==> config.mk <==
export PLATFORM = sky130hd
export DESIGN_NAME = clock_monitor_flat
export DESIGN_NICKNAME = d
export VERILOG_FILES = /design/src/rtl/clock_monitor_if.sv /design/src/rtl/clock_monitor.sv /design/src/flat_wrapper.sv
export SDC_FILE = /design/constraint.sdc
export NUM_CORES = 1
export LEC_CHECK = 0
export BUFFER_PORTS_ARGS = -buffer_cell sky130_fd_sc_hd__buf_2
export CAP_MARGIN = 15
export CORE_MARGIN = 2
export CORE_UTILIZATION = 52
export CTS_BUF_LIST = sky130_fd_sc_hd__clkbuf_8
export DETAILED_ROUTE_END_ITERATION = 8
export PLACE_DENSITY = 0.72
export RECOVER_POWER = 100
export SYNTH_ARGS = -nofsm -noshare
export SYNTH_HDL_FRONTEND = slang
export SYNTH_SLANG_ARGS = --single-unit
export TNS_END_PERCENT = 30
==> constraint.sdc <==
create_clock -name clkin -period 6.2 [get_ports clkin]
set_input_delay 0.62 -clock clkin [delete_from_list [all_inputs] [get_ports clkin]]
set_output_delay 0.62 -clock clkin [all_outputs]
set_load 0.03 [all_outputs]
==> src/rtl/clock_monitor_if.sv <==
// clock_monitor_if: monitored clock input plus the measurement and lock-status outputs.
// The master modport is the monitor itself; the slave modport is the downstream consumer.
interface clock_monitor_if;
  logic        mon_in;
  logic [15:0] period;
  logic        period_valid;
  logic        locked;
  logic        lost;
  logic [7:0]  err_cnt;

  modport master (input mon_in, output period, period_valid, locked, lost, err_cnt);
  modport slave  (output mon_in, input period, period_valid, locked, lost, err_cnt);
endinterface

==> src/rtl/clock_monitor.sv <==
// clock_monitor: measures the period of a divided clock in clkin cycles and runs a lock/loss FSM.
// Optional macro CLKMON_DEGLITCH_EN inserts a 3-sample level filter after the synchronizer.
module clock_monitor #(
  parameter logic [15:0] EXP_PERIOD = 16'd8334,
  parameter logic [15:0] TOL        = 16'd8,
  parameter int unsigned LOCK_CNT   = 4,
  parameter logic [15:0] TIMEOUT    = 16'd16668
) (
  input logic             clkin,
  input logic             ncr,
  clock_monitor_if.master mon
);

  typedef enum logic [1:0] {SEARCH, MEASURE, LOCKED, LOST} state_t;

  localparam logic [16:0] LO_LIM   = (EXP_PERIOD > TOL) ? ({1'b0, EXP_PERIOD} - {1'b0, TOL}) : 17'd0;
  localparam logic [16:0] HI_LIM   = {1'b0, EXP_PERIOD} + {1'b0, TOL};
  localparam logic [3:0]  LOCK_TGT = LOCK_CNT[3:0];

  state_t      state_reg;
  logic        sync1_reg;
  logic        sync2_reg;
  logic        prev_reg;
  logic        level;
  logic        rise;
  logic        timeout;
  logic        good;
  logic        err_inc;
  logic [15:0] cnt_reg;
  logic [15:0] period_reg;
  logic        period_valid_reg;
  logic        locked_reg;
  logic        lost_reg;
  logic [3:0]  good_cnt_reg;
  logic [3:0]  good_cnt_inc;
  logic [7:0]  err_cnt_reg;

  always_ff @(posedge clkin or negedge ncr) begin
    if (!ncr) begin
      sync1_reg <= 1'b0;
      sync2_reg <= 1'b0;
      prev_reg  <= 1'b0;
    end else begin
      sync1_reg <= mon.mon_in;
      sync2_reg <= sync1_reg;
      prev_reg  <= level;
    end
  end

`ifdef CLKMON_DEGLITCH_EN
  logic [1:0] hist_reg;

  always_ff @(posedge clkin or negedge ncr) begin
    if (!ncr) begin
      hist_reg <= 2'b00;
    end else begin
      hist_reg <= {hist_reg[0], sync2_reg};
    end
  end

  // The filtered level only moves once three consecutive synchronized samples agree.
  assign level = (sync2_reg == hist_reg[0] && sync2_reg == hist_reg[1]) ? sync2_reg : prev_reg;
`else
  assign level = sync2_reg;
`endif

  assign rise         = level & ~prev_reg;
  // A rise landing on the timeout cycle wins and is measured as an ordinary period.
  assign timeout      = (state_reg != SEARCH) && (cnt_reg == TIMEOUT) && !rise;
  assign good         = ({1'b0, cnt_reg} >= LO_LIM) && ({1'b0, cnt_reg} <= HI_LIM);
  assign good_cnt_inc = good_cnt_reg + 4'd1;
  assign err_inc      = timeout ||
                        (rise && !good && (state_reg == MEASURE || state_reg == LOCKED));

  always_ff @(posedge clkin or negedge ncr) begin
    if (!ncr) begin
      state_reg        <= SEARCH;
      cnt_reg          <= 16'd0;
      period_reg       <= 16'd0;
      period_valid_reg <= 1'b0;
      locked_reg       <= 1'b0;
      lost_reg         <= 1'b0;
      good_cnt_reg     <= 4'd0;
      err_cnt_reg      <= 8'd0;
    end else begin
      period_valid_reg <= 1'b0;

      // Any timeout restarts the count so a persistent loss keeps reporting once per interval.
      if (rise || timeout) begin
        cnt_reg <= 16'd1;
      end else if (cnt_reg != 16'hFFFF) begin
        cnt_reg <= cnt_reg + 16'd1;
      end

      if (rise && state_reg != SEARCH) begin
        period_reg       <= cnt_reg;
        period_valid_reg <= 1'b1;
      end

      if (err_inc && err_cnt_reg != 8'hFF) begin
        err_cnt_reg <= err_cnt_reg + 8'd1;
      end

      case (state_reg)
        SEARCH: begin
          if (rise) begin
            state_reg    <= MEASURE;
            good_cnt_reg <= 4'd0;
          end
        end
        MEASURE: begin
          if (rise) begin
            if (good) begin
              good_cnt_reg <= good_cnt_inc;
              if (good_cnt_inc == LOCK_TGT) begin
                state_reg  <= LOCKED;
                locked_reg <= 1'b1;
              end
            end else begin
              good_cnt_reg <= 4'd0;
            end
          end else if (timeout) begin
            state_reg <= SEARCH;
          end
        end
        LOCKED: begin
          if ((rise && !good) || timeout) begin
            state_reg  <= LOST;
            locked_reg <= 1'b0;
            lost_reg   <= 1'b1;
          end
        end
        LOST: begin
          good_cnt_reg <= 4'd0;
          if (rise) begin
            state_reg <= MEASURE;
            lost_reg  <= 1'b0;
          end
        end
        default: begin
          state_reg <= SEARCH;
        end
      endcase
    end
  end

  assign mon.period       = period_reg;
  assign mon.period_valid = period_valid_reg;
  assign mon.locked       = locked_reg;
  assign mon.lost         = lost_reg;
  assign mon.err_cnt      = err_cnt_reg;

endmodule

==> src/flat_wrapper.sv <==
// flat-port wrapper written by rule: the top's interface ports become plain ports
module clock_monitor_flat 
#(
  parameter logic [15:0] EXP_PERIOD = 16'd8334,
  parameter logic [15:0] TOL        = 16'd8,
  parameter int unsigned LOCK_CNT   = 4,
  parameter logic [15:0] TIMEOUT    = 16'd16668
)
  (clkin, ncr, mon_mon_in, mon_period, mon_period_valid, mon_locked, mon_lost, mon_err_cnt);
  clock_monitor_if mon_i ();
  input logic clkin;
  input logic ncr;
  input wire logic [$bits(mon_i.mon_in)-1:0] mon_mon_in;
  output wire logic [$bits(mon_i.period)-1:0] mon_period;
  output wire logic [$bits(mon_i.period_valid)-1:0] mon_period_valid;
  output wire logic [$bits(mon_i.locked)-1:0] mon_locked;
  output wire logic [$bits(mon_i.lost)-1:0] mon_lost;
  output wire logic [$bits(mon_i.err_cnt)-1:0] mon_err_cnt;
  assign mon_i.mon_in = mon_mon_in;
  assign mon_period = mon_i.period;
  assign mon_period_valid = mon_i.period_valid;
  assign mon_locked = mon_i.locked;
  assign mon_lost = mon_i.lost;
  assign mon_err_cnt = mon_i.err_cnt;
  clock_monitor #(.EXP_PERIOD(EXP_PERIOD), .TOL(TOL), .LOCK_CNT(LOCK_CNT), .TIMEOUT(TIMEOUT)) u_core (.clkin(clkin), .ncr(ncr), .mon(mon_i));
endmodule
* After elaboration in Yosys (flattened, before gate mapping)
Index checks and enable logic that the tools add are counted.
** Storage, ports and cells
- Input port bits :: 3
- Flip-flop bits (word level) :: 52
- Output and inout bits :: 27
- Word-level logic and storage cells :: 81
** Operators by class
- Muxes and demuxes :: 22
- Add/subtract/negate cells :: 3
- Magnitude comparators :: 2
- Eq/ne operators :: 17
- Bitwise gates (word level) :: 2
- Reductions and logical operators :: 24
** Operators with widths (number)
- 16-bit 2-to-1 mux :: 2
- 16-bit by 1-bit adder with 16-bit output, second input constant :: 1
- 16-bit by 15-bit == test with 1-bit output, second input constant :: 1
- 16-bit by 14-bit greater-or-equal comparator with 1-bit output, second input constant :: 1
- 16-bit by 14-bit less-or-equal comparator with 1-bit output, second input constant :: 1
- 16-bit inequality test, second input constant :: 1
- 2-bit 2-to-1 mux :: 6
- 4-bit 2-to-1 mux :: 3
- 4-bit one-hot mux with 3 select lines :: 1
- 2-bit by 1-bit inequality test with 1-bit output, second input constant :: 5
- 5-bit AND reduction :: 2
- 8-bit by 1-bit adder with 8-bit output, second input constant :: 1
- 8-bit inequality test, second input constant :: 1
- 2-bit nonzero test :: 4
- 1-bit logical AND :: 7
- 1-bit 2-to-1 mux :: 7
- 3-bit inequality test, second input constant :: 2
- 2-bit one-hot mux with 3 select lines :: 1
- 3-bit AND reduction :: 2
- 4-bit by 1-bit adder with 4-bit output, second input constant :: 1
- 2-bit == test, second input constant :: 2
- 4-bit by 3-bit == test with 1-bit output, second input constant :: 1
- 1-bit logical OR :: 4
- 2-bit inequality test, second input constant :: 2
- other kinds (9) :: 11

* Logic depth before layout (Yosys ltp)
Gate-level depths: netlist (run 1).
- Word-level depth :: 7
- Depth in mapped cells :: 8
- Depth with buffers taken out :: 8

* Least setup slack after synthesis (run 1)
Ideal clock, no wire load.
- Path type :: register to register
- Start :: register u_core.cnt_reg[0]
- End :: register u_core.err_cnt_reg[1] (netlist: u_core.mon.err_cnt[1])
- Setup time :: 125 ps
- Buffers on the path :: 0
- Slack :: 4010 ps
- Data required time :: 6075 ps
- Arrival :: 2065 ps
- Cell stages (with the launch flop) :: 8
- Clock period less this slack :: 2190 ps
- Cells stage by stage :: dfrtp_1 -> inv_1 -> ha_1 -> nor4bb_1 -> nand3b_1 -> or4_4 -> a32oi_4 -> mux2_2
** On the way
- Cells in the longest elaborated chain, start to end :: 7
- Elaborated cells on any way between the ends :: 11
- Those cells by class :: order compare: 2; eq/ne: 1; reduce/logical: 8
** Ends and longest elaborated chain
- start: declaration :: line clock_monitor.sv:29 : logic [15:0] cnt_reg;
- start signal: assignment :: line clock_monitor.sv:92 : cnt_reg <= cnt_reg + 16'd1;
- 16-bit by 14-bit greater-or-equal comparator with 1-bit output or 16-bit by 14-bit less-or-equal comparator with 1-bit output (tied branches) :: line clock_monitor.sv:70 : assign good = ({1'b0, cnt_reg} >= LO_LIM) && ({1'b0, cnt_reg} <= HI_LIM);
- 1-bit logical AND :: line clock_monitor.sv:70
- 1-bit logical NOT :: line clock_monitor.sv:73 : (rise && !good && (state_reg == MEASURE || state_reg == LOCKED));
- 1-bit logical AND (2 in a row) :: line clock_monitor.sv:73
- 1-bit logical OR * :: line clock_monitor.sv:72 : assign err_inc = timeout ||
- 1-bit logical AND * :: line clock_monitor.sv:100 : if (err_inc && err_cnt_reg != 8'hFF) begin
- end signal: assignment :: line clock_monitor.sv:101 : err_cnt_reg <= err_cnt_reg + 8'd1;
- end: declaration :: line clock_monitor.sv:36 : logic [7:0] err_cnt_reg;
Mark *: on every way between the ends. The rest lies on a longest branch, timed or not.
A chain may end at the register's enable or synchronous reset.

==> impl_metrics.csv, run 1 <==
group,metric,value,unit
run_status,status,"finished, violations left",
run_status,violations,"capacitance limit, slew limit",
sta,worstMarginPinSlew,2.61,ns
sta,min_period_over_period,43.6,%
layout,diodes,0,
sta,fmax,370,MHz
sta,clock_skew,0.00638,ns
setup_path,r2r_end,"u_core.mon.err_cnt[1]$_DFFE_PN0P_",
die,die_area,5460,um2
die,ioPinCount,30,
die,fp.dieW,73.9,um
logic_synthesis,syn_nets,242,
global_route,grt_usage,18.7,%
layout,fill_cells,432,
clocking,post_cts_buffers,0,
logic_synthesis,synth-edff-count,0,
clocking,cts_made_buffers,5,
clocking,root_buffer,"clkbuf_8",
logic_synthesis,synth_warnings,0,
setup_path,rrSetupSlack,3.51,ns
die,rows,25,
logic_synthesis,synth-simple-area-share,18.1,%
global_route,grt_pass1_vias,1714,
layout,fin_area,2780,um2
worst_hold_path,hold_path_class,"flop to flop",
placement,io_buffers,29,
logic_synthesis,ys_dominant_reg_cell,"dfrtp_1",
setup_path,crit_buf_inv,2,
clocking,cts-hold-fix-buffers,0,
run,maxCapViolations,1,
power_and_ir_drop,powerDensity,338,nW/um2
logic_synthesis,syn_area,2540,um2
logic_synthesis,yosysUniqueCellTypes,45,
logic_synthesis,synth_area_leaders,"dfrtp_1 51%, mux2_2 7.5%, ha_1 4.4%, xnor2_1 3.8%, xor2_1 3.1%",
layout,drive_gt1_share,11.6,%
routing,vias,1785,
logic_synthesis,yosys-top-cells-count,"52 x dfrtp_1, 18 x nand2_1, 18 x nor2_1, 17 x mux2_2, 11 x xnor2_1",
logic_synthesis,synth_top_area_cell,"dfrtp_1",
worst_hold_path,hold_depth,0,
logic_synthesis,netlist_instances,230,
layout,nets,270,
global_route,grt_pass1_wl,7890,um
logic_synthesis,yosysMostFrequentCell,"dfrtp_1",
layout,regArea,1300,um2
setup_path,critPathRequiredTime,6.06,ns
placement,dp_hpwl,3160,um
die,start_util,53.8,%
logic_synthesis,synth-seq-cells,52,
setup_path,cp-start-kind,"input pin",
layout,area_growth_syn_to_layout,9.56,%
logic_synthesis,ys_seq_area_share,51.2,%
global_route,grt-ovfl-total,0,
layout,multi_input_area,1140,um2
routing,routed_wl,4390,um
logic_synthesis,synth.top_cell.area_share,51.2,%
sta,grt_setup_unrepaired,"false",
setup_path,r2r_start,"u_core.state_reg[1]$_DFFE_PN0P_",
logic_synthesis,synth_mux_area_share,8.77,%
routing,firstDrtPassIters,4,
power_and_ir_drop,ir_worst_vdd,0.141,mV
routing,drcViolationCount,0,
clocking,cts_tree,"yes",
setup_path,crit_family,"buffers and inverters",
clocking,cts_resized,0,
global_route,antenna_found_initial,0,
placement,place_congestion,0.776,
routing,wl_per_cell,13.5,um
logic_synthesis,synth_compound_area_share,7.98,%
clocking,cts_htree_levels,2,
placement,postPlaceCellArea,2740,um2
clocking,clock-sinks,52,
setup_path,crit_chain,"buf_2, clkbuf_1",
sta,hold_viol,0,
die,core,4720,um2
setup_path,worstPathArrival,2.57,ns
logic_synthesis,synth-adder-area-share,4.43,%
setup_path,end_kind,"async pin",
logic_synthesis,synth_xor_area_share,6.90,%
logic_synthesis,async_flop_share,100,%
routing,drtIter0Drc,132,
setup_path,crit_path_max_incr_delay,1.84,ns
setup_path,worstSetupPathType,"input pin to async pin",
logic_synthesis,syn_avg_cell_area,11.0,um2
setup_path,crit_fanout,52,
global_route,grt_max_degree,53,
sta,fin_tns_setup,0,ns
worst_hold_path,whs_endpoint,"u_core.level$_DFF_PN0_",
setup_path,rr_worst_depth,7,
setup_path,cp_slowest_cell,"clkbuf_1",
clocking,clockBufferDepth,2,
sta,slew_viol_final,53,
sta,finalSetupViolCount,0,
routing,drtAntennaViolNets,0,
sta,fin_crit,2.70,ns
sta,timing.slew.headroom,-74.2,%
clocking,worstSkewPairLatency,0.30,ns
clocking,path_clk_slew,0.08,ns
logic_synthesis,synth_top_family_by_area,"simple AND/OR/NAND/NOR gates",
power_and_ir_drop,p_leak,0.00124,uW
routing,avgViaCountPerCell,5.48,
worst_hold_path,hold_start,"u_core.sync1_reg$_DFF_PN0_",
die,die_y,73.9,um
[cells by family (layout without fill, tap and decap cells)]
group,after synthesis,count (layout)
xor gates and xnor gates,20,20
muxes,20,20
adders and majority gates,9,9
AOI/OAI and AO/OA,27,27
and+or+nand+nor,85,85
DFF,52,52
buffers and inverters,17,46
[final cells by class]
class                   instances  area share (%)
clock buffers                   5            2.47
clock inverters                 3            1.53
flip-flops and latches         52            46.8
well taps                      67            3.01
repair buffers                 31            4.27
inverters                       7           0.944
multi-input cells             161            41.0
[worst max path at each step]
stage / slack [ns] / startpoint / to / cells after the start
after floorplan: 4.01 / u_core.cnt_reg[0]$_DFFE_PN0P_ / u_core.mon.err_cnt[1]$_DFFE_PN0P_ / 7
after global placement: 3.92 / u_core.cnt_reg[0]$_DFFE_PN0P_ / u_core.mon.err_cnt[1]$_DFFE_PN0P_ / 7
after detailed placement: 3.86 / u_core.cnt_reg[0]$_DFFE_PN0P_ / u_core.state_reg[1]$_DFFE_PN0P_ / 8
after CTS: 3.84 / u_core.cnt_reg[0]$_DFFE_PN0P_ / u_core.state_reg[1]$_DFFE_PN0P_ / 8
after global routing: 2.80 / ncr / u_core.mon.period[1]$_DFFE_PN0P_ / 2
final: 3.50 / ncr / u_core.state_reg[0]$_DFFE_PN0P_ / 2
[stage by stage]
stage               power [uW]  hold slack [ns]  utilization, %  cells  worst slack [ns]
global placement           734            0.335            58.1    318              3.92
detailed placement         737            0.339            58.1    318              3.86
CTS                        968            0.360            60.5    326              3.84
global route              1010            0.367            58.9    326              2.80
floorplan                  660            0.324               -    230              4.01
finish                     942            0.356            58.9    326              3.50
[cell usage in the layout, fill, tap and decap left out, types with 3 or more instances in the layout]
master	Yosys	routed
and4_1	3	3
mux2_2	17	17
dfrtp_1	52	52
clkbuf_1	8	29
and3_1	5	5
inv_1	7	7
xor2_1	9	9
a211oi_1	2	3
nor4_1	3	3
o21ai_0	6	6
nand2_1	18	18
a21oi_1	4	4
nor2_1	18	18
nand4_1	8	8
xnor2_1	11	11
nor2b_1	3	3
ha_1	9	9
clkbuf_8	0	5
nor3_1	6	7
nand3_1	8	8
[per-layer routing]
metal	global-route usage [%]	vias up	part of all wire [%]
li1	-	876	-
met4	6.67	0	1.2
met1	25.0	867	46
met2	30.3	38	48
met3	3.70	4	4.2
met5	0	-	0
[power by group]
part           switching [uW]  internal [uW]
sequential               57.2            387
combinational             172           98.5
clock                     107            119
Note: power is estimated with default switching activity, not from simulation.
==> run 2: changes to the inputs <==
- ABC_AREA: unset -> 1
- clock period: 6.2 -> 2.5 ns (I/O delays scaled with it)
==> run 2 against run 1 <==
Net effect: the flow still finishes with violations (capacitance limit, slew limit); first-iteration DRC count decreased by 16%; core utilization fell by 3.0 points; wire length increased by 26%; count of clock-buffer cells in the layout unchanged; critical path depth rose by 10; die area up 13%; worst setup slack got worse by 3.1 ns; global-route usage rose by 1.7 points; critical path type is now flop to flop.
==> impl_metrics.csv, run 2 <==
group,metric,value,unit
clocking,cts-hold-fix-buffers,0,
logic_synthesis,synth_top_area_cell,"dfrtp_1",
logic_synthesis,netlist_instances,333,
placement,dpl.cell_count,429,
routing,drtAntennaViolNets,0,
setup_path,rrSetupSlack,0.45,ns
logic_synthesis,synth-edff-count,0,
layout,mostFrequentLayoutCell,"nand2_1",
worst_hold_path,whs_endpoint,"u_core.sync1_reg$_DFF_PN0_",
layout,finish.utilization,55.9,%
sta,hold_viol,0,
routing,avgViaCountPerCell,5.08,
sta,fin_tns_setup,0,ns
layout,final_cell_mix,"83 x nand2_1, 52 x dfrtp_1, 30 x clkbuf_1, 29 x o21ai_0, 26 x inv_1",
logic_synthesis,ys_seq_area_share,45.0,%
sta,timing.slew.headroom,-24.1,%
logic_synthesis,yosysUniqueCellTypes,38,
clocking,cts_made_buffers,5,
logic_synthesis,synth-seq-cells,52,
setup_path,rr_worst_depth,12,
layout,area_growth_syn_to_layout,5.24,%
logic_synthesis,synth_warnings,0,
logic_synthesis,async_flop_share,100,%
clocking,clockBufferDepth,2,
setup_path,crit_top_cell,"nand2_1",
run_status,violations,"capacitance limit, slew limit",
setup_path,critPathRequiredTime,2.68,ns
logic_synthesis,yosys-top-cells-count,"77 x nand2_1, 52 x dfrtp_1, 24 x inv_1",
die,start_util,53.1,%
logic_synthesis,ys_dominant_reg_cell,"dfrtp_1",
clocking,worstSkewPairLatency,0.31,ns
layout,drive_gt1_share,12.4,%
logic_synthesis,syn_area,2890,um2
die,core,5440,um2
setup_path,r2r_start,"u_core.cnt_reg[0]$_DFFE_PN0P_",
global_route,grt-ovfl-total,0,
logic_synthesis,synth_area_leaders,"dfrtp_1 45%, nand2_1 10%, nand2_2 4.3%, o21ai_2 3.9%, ha_1 3.9%",
clocking,path_clk_slew,0.10,ns
setup_path,crit_path_max_incr_delay,0.39,ns
die,rows,27,
die,fp.dieW,78.6,um
setup_path,crit_fanout,11,
routing,drcViolationCount,0,
setup_path,cp-start-kind,"flop",
sta,grt_setup_unrepaired,"false",
sta,slew_viol_final,38,
run_status,status,"finished, violations left",
setup_path,worstPathArrival,2.24,ns
power_and_ir_drop,p_leak,0.00137,uW
global_route,grt_usage,20.5,%
placement,io_buffers,29,
sta,fmax,487,MHz
layout,diodes,0,
sta,worstMarginPinSlew,1.86,ns
logic_synthesis,syn_avg_cell_area,8.68,um2
power_and_ir_drop,ir_worst_vdd,0.484,mV
routing,firstDrtPassIters,4,
setup_path,r2r_end,"u_core.mon.err_cnt[2]$_DFFE_PN0P_",
routing,vias,2214,
sta,clock_skew,0.00724,ns
setup_path,crit_family,"simple AND/OR/NAND/NOR gates",
sta,finalSetupViolCount,0,
clocking,cts_htree_levels,2,
run,maxCapViolations,1,
placement,place_congestion,0.868,
global_route,antenna_found_initial,0,
die,die_area,6170,um2
setup_path,worstSetupPathType,"flop to flop",
layout,fill_cells,531,
power_and_ir_drop,powerDensity,781,nW/um2
setup_path,cp_slowest_cell,"dfrtp_1",
routing,wl_per_cell,12.7,um
logic_synthesis,synth.top_cell.area_share,45.0,%
clocking,post_cts_buffers,0,
clocking,root_buffer,"clkbuf_8",
sta,worst_hold_slack,0.0403,ns
routing,drtIter0Drc,111,
worst_hold_path,hold_start,"mon_mon_in",
global_route,grt_pass1_wl,10000,um
layout,fin_cells,436,
sta,min_period_over_period,82.2,%
routing,routed_wl,5520,um
placement,dp_hpwl,4150,um
worst_hold_path,hold_path_class,"input pin to flop",
logic_synthesis,yosysMostFrequentCell,"nand2_1",
sta,fin_crit,2.05,ns
logic_synthesis,syn_nets,345,
clocking,cts_tree,"yes",
clocking,clock-sinks,52,
worst_hold_path,hold_depth,1,
setup_path,crit_buf_inv,1,
setup_path,end_kind,"flop",
clocking,cts_resized,0,
global_route,grt_max_degree,38,
die,ioPinCount,30,
die,die_y,78.6,um
setup_path,crit_chain,"inv_1, ha_1, nand2_1, nand2_1, nor2_2, nor2_1, nand2_1, nand3_1, nand2_4, nand2_1, nand2_1, o21ai_0",
global_route,grt_pass1_vias,2097,
layout,nets,376,
-- run 2: changes by cell type in the layout (fill, tap and decap cells not counted), moves of 14 or more --
cell     before  now
inv_1         7   26
nand3_1       8   22
nand2_1      18   83
nand2_2       1   16
o21ai_0       6   29
mux2_2       17    0
-- run 2: power by group --
| part | leakage [uW] | switching (uW) | internal, uW |
|---|---|---|---|
| clock | 0.0000406 | 283 | 196 |
| sequential | 0.000697 | 136 | 964 |
| combinational | 0.000628 | 555 | 243 |
-- run 2: kinds of logic after synthesis --
logic type / synth area share, %
AOI/OAI and AO/OA: 9.31
and+or+nand+nor: 30.0
buffers and inverters: 6.62
DFF: 45.0
xor gates and xnor gates: 5.15
adders and majority gates: 3.90
-- run 2: layout make-up --
type | count | area [um2] | area share [%]
inverters | 34 | 128 | 4.20
clock inverters | 2 | 16.3 | 0.535
well taps | 72 | 90.1 | 2.96
multi-input cells | 239 | 1320 | 43.2
flip-flops and latches | 52 | 1300 | 42.8
repair buffers | 32 | 123 | 4.03
clock buffers | 5 | 68.8 | 2.26
-- run 2: metrics by stage --
stage	setup slack [ns]	power (uW)	cell area, um2
after floorplan	0.786	1800	2890
after global placement	0.701	1980	3080
after detailed placement	0.583	2000	3080
after CTS	0.559	2480	3170
after global routing	0.160	2570	3040
final	0.445	2380	3040
-- run 2: how the worst max path moves through the flow --
stage                                            from                           endpoint  slack [ns]  cells after the start
global placement      u_core.state_reg[0]$_DFFE_PN0P_      u_core.cnt_reg[0]$_DFFE_PN0P_        0.70                     11
floorplan           u_core.mon.err_cnt[0]$_DFFE_PN0P_  u_core.mon.err_cnt[6]$_DFFE_PN0P_        0.79                      8
CTS                   u_core.state_reg[1]$_DFFE_PN0P_      u_core.cnt_reg[0]$_DFFE_PN0P_        0.56                     11
finish                  u_core.cnt_reg[0]$_DFFE_PN0P_  u_core.mon.err_cnt[2]$_DFFE_PN0P_        0.45                     12
global route            u_core.cnt_reg[0]$_DFFE_PN0P_  u_core.mon.err_cnt[2]$_DFFE_PN0P_        0.16                     12
detailed placement    u_core.state_reg[1]$_DFFE_PN0P_      u_core.cnt_reg[0]$_DFFE_PN0P_        0.58                     11
-- run 2: per-layer routing --
metal / track usage, % / wire (um) / vias up
met5: 0 / 0 / -
met4: 6.67 / 61 / 0
met3: 3.56 / 232 / 6
met2: 30.5 / 2540 / 49
met1: 30.2 / 2680 / 1026
li1: - / - / 1133
-- run 2: worst register-to-register path, stage by stage, from the launching register on --
cell and delay [ns]:
dfrtp_1 0.39, inv_1 0.12, ha_1 0.21, nand2_1 0.08
nand2_1 0.06, nor2_2 0.11, nor2_1 0.04, nand2_1 0.13
nand3_1 0.13, nand2_4 0.11, nand2_1 0.32, nand2_1 0.14
o21ai_0 0.08
==> run 3: changes to the inputs <==
- clock period: 2.5 -> 2 ns (I/O delays scaled with it)
==> run 3 against run 2 <==
Net effect: hold slack better by 0.32 ns; worst setup slack worse by 0.26 ns; critical path type unchanged; largest power group unchanged; the flow now finishes without violations; via count rose by 0.36%.
==> impl_metrics.csv, run 3 (same netlist as run 2, synthesis figures left out) <==
group,metric,value,unit
worst_hold_path,hold_path_class,"flop to flop",
sta,fmax,551,MHz
layout,finish.utilization,57.9,%
setup_path,worstSetupPathType,"flop to flop",
routing,drcViolationCount,0,
setup_path,crit_path_max_incr_delay,0.43,ns
power_and_ir_drop,powerDensity,976,nW/um2
global_route,grt_max_degree,31,
routing,drtAntennaViolNets,0,
sta,hold_viol,0,
sta,slew_viol_final,0,
routing,wl_per_cell,12.8,um
layout,regArea,1300,um2
placement,postPlaceCellArea,3100,um2
layout,mostFrequentLayoutCell,"nand2_1",
clocking,worstSkewPairLatency,0.30,ns
routing,avgViaCountPerCell,5.03,
die,fp.dieW,78.6,um
clocking,root_buffer,"clkbuf_8",
setup_path,worstPathArrival,2.00,ns
power_and_ir_drop,p_total,3070,uW
placement,place_ws,0.144,ns
sta,fin_tns_setup,0,ns
die,core,5440,um2
sta,setup_ws,0.186,ns
setup_path,cp_slowest_cell,"dfrtp_1",
global_route,grt_usage,20.2,%
clocking,cts_htree_levels,2,
global_route,grt_pass1_wl,9970,um
power_and_ir_drop,ir_worst_vdd,0.698,mV
run_status,status,"finished, final reports clean",
setup_path,crit_family,"simple AND/OR/NAND/NOR gates",
die,die_area,6170,um2
routing,routed_wl,5650,um
sta,fin_crit,1.81,ns
sta,finalSetupViolCount,0,
clocking,clock-sinks,52,
setup_path,critPathRequiredTime,2.18,ns
layout,fin_area,3150,um2
setup_path,crit_buf_inv,1,
placement,io_buffers,29,
layout,area_growth_syn_to_layout,8.92,%
layout,final_cell_mix,"81 x nand2_1, 51 x dfrtp_1, 28 x clkbuf_1, 25 x inv_1",
power_and_ir_drop,p_leak,0.00141,uW
sta,min_period_over_period,90.7,%
global_route,grt-ovfl-total,0,
layout,multi_input_area,1350,um2
layout,diodes,0,
routing,firstDrtPassIters,5,
clocking,clockBufferDepth,2,
die,start_util,53.1,%
global_route,antenna_found_initial,0,
placement,place_congestion,0.898,
sta,worstMarginPinSlew,1.28,ns
placement,dp_hpwl,4280,um
global_route,grt_pass1_vias,2150,
die,die_y,78.6,um
setup_path,end_kind,"flop",
clocking,cts_tree,"yes",
routing,drtIter0Drc,127,
setup_path,crit_top_cell,"o21ai_0",
sta,clock_skew,0.0129,ns
routing,vias,2222,
clocking,cts_made_buffers,5,
sta,grt_setup_unrepaired,"false",
setup_path,crit_chain,"ha_1, inv_1, nor2_4, nand2_1, nor4_2, nand2_2, o21ai_0, o21ai_0",
layout,nets,381,
setup_path,crit_fanout,6,
die,rows,27,
sta,timing.slew.headroom,14.6,%
layout,fill_cells,526,
die,ioPinCount,30,
setup_path,cp-start-kind,"flop",
clocking,path_clk_slew,0.10,ns
run,maxCapViolations,0,
layout,drive_gt1_share,16.5,%
## run 3: stage by stage
step           hold slack, ns  instances
6_report                0.364        442
5_1_grt                 0.392        442
4_1_cts                 0.366        440
3_5_place_dp            0.213        430
3_3_place_gp            0.217        430
2_1_floorplan         -0.0956        333
## run 3: repair_timing
| item | in CTS | in global routing |
|---|---|---|
| endpoints found under the hold margin | 23 | 0 |
| hold buffers | 2 | 0 |
| buffers inserted | 0 | 2 |
| endpoints found under the setup margin | 0 | 9 |
| resized for setup | 0 | 3 |
## run 3: cell type report
class                   instances  share of cell area, %
repair buffers                 37                   6.08
clock buffers                   5                   2.19
well taps                      72                   2.86
multi-input cells             239                   42.7
inverters                      34                   4.05
clock inverters                 3                  0.715
flip-flops and latches         52                   41.4
## run 3: power breakdown
| part | internal, uW | switching (uW) | leakage [uW] | total, uW |
|---|---|---|---|---|
| clock network | 251 | 357 | 0.0000485 | 609 |
| logic | 357 | 743 | 0.000665 | 1100 |
| registers | 1210 | 156 | 0.000696 | 1360 |
| total | 1810 | 1260 | 0.00141 | 3070 |
## run 3: per-layer routing
layer  GRT usage [%]  vias to the layer above  routed length (um)
li1                -                     1139                   -
met1            29.5                     1039                2740
met2            31.3                       42                2660
met3            3.91                        2                 222
met4            4.74                        0                  27
met5               0                        -                   0
## run 3: worst paths after layout
kind / start / to / slack [ns] / depth (start not counted)
worst max-delay path: u_core.cnt_reg[1]$_DFFE_PN0P_ / u_core.cnt_reg[0]$_DFFE_PN0P_ / 0.19 / 8
worst min-delay path: u_core.sync1_reg$_DFF_PN0_ / u_core.level$_DFF_PN0_ / 0.36 / 0
worst max register to register: u_core.cnt_reg[1]$_DFFE_PN0P_ / u_core.cnt_reg[0]$_DFFE_PN0P_ / 0.19 / 8
worst min register to register: u_core.sync1_reg$_DFF_PN0_ / u_core.level$_DFF_PN0_ / 0.36 / 0
max in group asynchronous: ncr / u_core.cnt_reg[3]$_DFFE_PN0P_ / 0.54 / 3
min in group asynchronous: ncr / u_core.mon.period[2]$_DFFE_PN0P_ / 0.69 / 2
